`config.mk`:
```
export PLATFORM = sky130hd
export DESIGN_NAME = barrel_shift_16bit
export DESIGN_NICKNAME = d
export VERILOG_FILES = /design/src/rtl/barrel_shift_pkg.sv /design/src/rtl/barrel_shift_stage.sv /design/src/rtl/barrel_shift_16bit.sv
export SDC_FILE = /design/constraint.sdc
export NUM_CORES = 1
export LEC_CHECK = 0
export ABC_AREA = 1
export BUFFER_PORTS_ARGS = -buffer_cell sky130_fd_sc_hd__buf_2
export CORE_MARGIN = 2
export CORE_UTILIZATION = 49
export CTS_CLUSTER_SIZE = 20
export DETAILED_ROUTE_END_ITERATION = 8
export PLACE_DENSITY = 0.85
export SLEW_MARGIN = 40
export SYNTH_ARGS = -nofsm -noshare
export SYNTH_HDL_FRONTEND = slang
export SYNTH_SLANG_ARGS = --single-unit
```
`constraint.sdc`:
```
create_clock -name clk -period 0.8 [get_ports clk]
set_input_delay 0.04 -clock clk [delete_from_list [all_inputs] [get_ports clk]]
set_output_delay 0.04 -clock clk [all_outputs]
set_load 0.02 [all_outputs]
```
`src/rtl/barrel_shift_pkg.sv`:
```
// -----------------------------------------------------------------------------
// barrel_shift_pkg
// Shared constants and types for the 16-bit barrel shifter slice.
//   DATA_W  : data word width (16)
//   SHIFT_W : shift amount width (4), covers amounts 0..15
//   data_t  : one data word
//   shamt_t : one shift amount
// -----------------------------------------------------------------------------
package barrel_shift_pkg;

  localparam int DATA_W  = 16;
  localparam int SHIFT_W = 4;

  typedef logic [DATA_W-1:0]  data_t;
  typedef logic [SHIFT_W-1:0] shamt_t;

endpackage : barrel_shift_pkg

```
`src/rtl/barrel_shift_stage.sv`:
```
// -----------------------------------------------------------------------------
// barrel_shift_stage
// One level of the log2 shift cascade: conditionally moves the word right by
// a fixed distance DIST.
//
// Configuration macro: BARREL_SHIFT_ROTATE_EN
//   defined   : bits leaving bit 0 wrap into the top DIST positions (rotate)
//   undefined : the top DIST positions fill with zeros (logical shift)
//
// Parameters:
//   DIST    : shift distance of this stage (1..DATA_W-1)
// Ports:
//   data    : input  word from the previous stage (or the block input)
//   enable  : input  when high, apply the DIST move; when low, pass through
//   shifted : output word for the next stage
// -----------------------------------------------------------------------------
import barrel_shift_pkg::*;

module barrel_shift_stage #(
  parameter int DIST = 1
) (
  input  data_t data,
  input  logic  enable,
  output data_t shifted
);

  data_t moved_s;

  // Fixed-distance move; the fill source is the only difference between builds.
`ifdef BARREL_SHIFT_ROTATE_EN
  assign moved_s = {data[DIST-1:0], data[DATA_W-1:DIST]};
`else
  assign moved_s = {{DIST{1'b0}}, data[DATA_W-1:DIST]};
`endif

  // Select between the moved word and a straight passthrough.
  always_comb begin
    shifted = data;
    if (enable) begin
      shifted = moved_s;
    end else begin
      shifted = data;
    end
  end

endmodule : barrel_shift_stage

```
`src/rtl/barrel_shift_16bit.sv`:
```
// -----------------------------------------------------------------------------
// barrel_shift_16bit
// Registered 16-bit right barrel shifter. Four cascaded stages (distances
// 1, 2, 4, 8, each enabled by one ctrl bit, LSB stage first) form the
// combinational result, which is captured into an output flop bank every
// rising clock edge. Latency is one cycle, throughput one word per cycle.
//
// Configuration macro: BARREL_SHIFT_ROTATE_EN
//   defined   : rotate right (wrapped bits re-enter at bit 15)
//   undefined : logical shift right with zero fill (default)
//
// Ports:
//   clk   : input  rising-edge clock
//   rst_n : input  asynchronous active-low reset, clears out to 16'h0000
//   in    : input  16-bit data word to shift
//   ctrl  : input  4-bit unsigned shift amount, 0..15
//   out   : output 16-bit registered shifted result
// -----------------------------------------------------------------------------
import barrel_shift_pkg::*;

module barrel_shift_16bit (
  input  logic  clk,
  input  logic  rst_n,
  input  data_t in,
  input  shamt_t ctrl,
  output data_t out
);

  // stage_s[0] is the raw input, stage_s[SHIFT_W] is the fully shifted word.
  data_t stage_s [SHIFT_W+1];

  assign stage_s[0] = in;

  // Stage i moves by 2**i when ctrl[i] is set; each feeds the next.
  for (genvar i = 0; i < SHIFT_W; i++) begin : g_stage
    barrel_shift_stage #(
      .DIST (1 << i)
    ) u_stage (
      .data    (stage_s[i]),
      .enable  (ctrl[i]),
      .shifted (stage_s[i+1])
    );
  end

  // Output register; reset clears it immediately and drops any pending result.
  always_ff @(posedge clk or negedge rst_n) begin
    if (!rst_n) begin
      out <= 16'h0000;
    end else begin
      out <= stage_s[SHIFT_W];
    end
  end

endmodule : barrel_shift_16bit

```
==> impl_summary.md <==
Clock tree
The buffer depth of the longest clock path is 2. Clock-pin slew was measured on the worst setup and hold paths at 0.08 ns. TritonCTS built the clock tree. TritonCTS created 3 clock buffers. In this run the number of H-tree levels came out at 1. The TritonCTS sink count is 16.

The cell sitting at the root of the clock tree is a clkbuf_4.

Floorplanning
The number of primary I/O pins is 38. The core region is 0.00215 mm2. The floorplan die area is 0.00260 mm2. The die boundary height is 51.0 um. The chip width is 51.0 um. Row generation in the floorplan step produced 17 rows.

The starting density of the core is 50.4%.

Setup path
The stage delay of the slowest cell on the critical path is 0.40 ns. Together, buffers and inverters on the worst path number 1. The highest fanout seen on the critical path is 1. In this run the number of cells on the critical path is 1. The critical path endpoint category is an output port. The arrival time reported for the critical path endpoint is 0.83 ns. Walking the worst path, the cells encountered are buf_6. The cell family contributing the most delay on the critical path is flip-flops.

The slowest stage of the critical path belongs to the cell dfrtp_1. The kind of start point of the critical path is a flip-flop. The critical path class is reg -> out. The required time of the critical path is 0.76 ns.

Finish
The register with the most flip-flops in the layout has 16 of them. The register with the most flip-flops in the final layout is out. The largest registers in the layout are out (16). The number of nets in the finished design is 229. The filler cells instantiated in the layout total 192. The post-route standard cell area excluding fillers is 0.00144 mm2. The relative area change from synthesis to final layout is 32.8%. The repair_antennas step left the layout with diodes totalling 0. Of the cells placed in the final design, the portion with a size suffix greater than 1 is 25.2%. The count of non-filler cells in the finished layout is 234.

STA
Setup repair after global routing could not meet its margin everywhere. The relative max-transition margin is 78.7%. After layout, the worst path uses 109% of the clock period. After layout, the minimum clock period comes to 0.868 ns. Across all setup checks in the final design, the least slack found is -0.0682 ns. The transition at the pin with the smallest max-transition slack is 0.320 ns. The maximum achievable frequency is 1150 MHz. Across all hold checks on the routed design, the worst slack comes to 0.0424 ns. The final-report max-slew violation count was 0. The final count of negative-setup-slack endpoints is 16. The number of endpoints with negative hold slack in the final report came to 0.

Global route
The via count of the first global-routing pass is 1131. Global routing used 22.5% of the available tracks. The first global-routing pass estimated 4.44 mm of wire. After global routing the overflow that remains totals 0.

Entering global routing, the biggest net connects 18 pins. The initial antenna violation count is 0.

Min path
The end point of the worst hold path is out[7]. The class of the most critical hold timing path is in -> reg. The worst hold path begins at ctrl[3]. The number of cells traversed by the worst hold path is 3.

Pwr
The power per cell area is 1480 mW/mm2. The portion of total power attributed to combinational logic is 34.1%. The reported leakage power is 0.811 nW. In this run, the clock network consumes 23.4% of the power.

VDD sags by at most 0.933 mV. In this run switching power makes up 31.5% of total power. Registers are responsible for 42.5% of the overall power. Summing internal, switching and leakage power gives 2.13 mW. The internal power contribution is 1.46 mW. In this run the power spent charging and discharging nets is 0.670 mW.

Synthesis
During synthesis, Yosys emitted a total of 0 warnings. The mean post-synth cell area is 6.49 um2. Counting every instance in the synthesized netlist gives 167. The synthesized net count is 189. After synthesis the cells add up to 0.00108 mm2. The synthesized flop and latch total is 16. Summing the sequential cell areas from Yosys gives 37.0% of the chip area.

The number of different library cells in the post-synthesis netlist is 15.

Route
After detailed routing, the average wire length per cell comes to 11.3 um. The DRC violation count after routing is 0. After detailed routing, the number of vias per cell comes to 5.53.

The initial detailed-routing violation count is 35. The aggregate routed wire length is 2.65 mm. The detailed-route via count is 1295. The remaining number of nets flagged by the antenna check after routing is 0.

The first detailed-routing pass ran for 4 iterations.

Run status
The checks that failed: negative setup slack. The run finished, with violations left.

Placement
The placed cell area is 0.00129 mm2. The number of port buffers is 37. At the placement stage, the worst setup path has a slack of -0.137 ns. The HPWL after detailed placement is 2.03 mm. In this run, placement finished with an instance count of 229. The weighted congestion reported at the end of routability-driven placement is 0.852.

Flow run
Across the run, the number of max-cap violations was 0.
layout make-up:
| type | count | area, um2 | area share (%) |
|---|---|---|---|
| Multi-Input combinational cell | 137 | 587 | 40.8 |
| Sequential cell | 16 | 400 | 27.8 |
| Timing Repair Buffer | 45 | 360 | 25.0 |
| Clock buffer | 4 | 36.3 | 2.52 |
| Tap cell | 28 | 35.0 | 2.43 |
| Inverter | 4 | 20.0 | 1.39 |
power groups by stage:
stage          registers [mW]  clock network, mW  logic (mW)
2_1_floorplan           0.993                  0       0.338
3_3_place_gp            0.900                  0       0.622
3_5_place_dp            0.902                  0       0.636
4_1_cts                 0.903              0.513       0.718
5_1_grt                 0.907              0.557       0.802
6_report                0.904              0.498       0.726
cells in the mapped netlist (all sizes together):
master | number | area [um2]
nand2 | 80 | 305
nand3 | 46 | 230
dfrtp | 16 | 400
buf | 9 | 72.6
nor2 | 5 | 18.8
inv | 4 | 20.0
nor3 | 3 | 15.0
nand4 | 2 | 12.5
a21oi | 1 | 5.00
clkbuf | 1 | 3.75
what timing repair did:
action,CTS,global route
hold buffers,1,0
resized for setup,32,0
setup buffers,0,0
setup endpoints to repair,16,16
hold endpoints to repair,16,0
metrics by stage:
stage,util (%),setup TNS [ns]
global route,67.0,-0.965
CTS,67.0,-0.565
finish,67.0,-0.460
detailed placement,60.2,-1.33
floorplan,-,0
global placement,60.2,-1.04
kinds of logic after synthesis:
family,Yosys count,share of synthesized area (%)
AOI/OAI and AO/OA,1,0.461
buffers and inverters,14,8.89
DFF,16,37.0
and+or+nand+nor,136,53.7
layer usage:
metal	GRT usage [%]	up-vias	wire length (um)
met1	23.5	569	966
met3	2.34	17	184
met2	41.6	80	1370
met4	15.3	0	126
li1	-	629	-
met5	0	-	0
layout by cell type (no fill, tap or decap):
master          n
a21oi_1         1
buf_12          1
buf_2          21
buf_4           6
buf_6          16
clkbuf_4        3
clkbuf_8        1
dfrtp_1        16
dlygate4sd3_1   1
inv_1           2
inv_2           1
inv_6           1
nand2_1        78
nand2_2         2
nand3_1        46
nand4_1         2
nor2_1          5
nor3_1          3
how the worst max path moves through the flow:
stage | startpoint | end
after floorplan | ctrl[0] | out[1]
after global placement | ctrl[0] | out[0]
after detailed placement | ctrl[0] | out[0]
after CTS | out[1] | out[1]
after global routing | out[5] | out[5]
final | out[5] | out[5]
(Power assumes the default switching activity.)
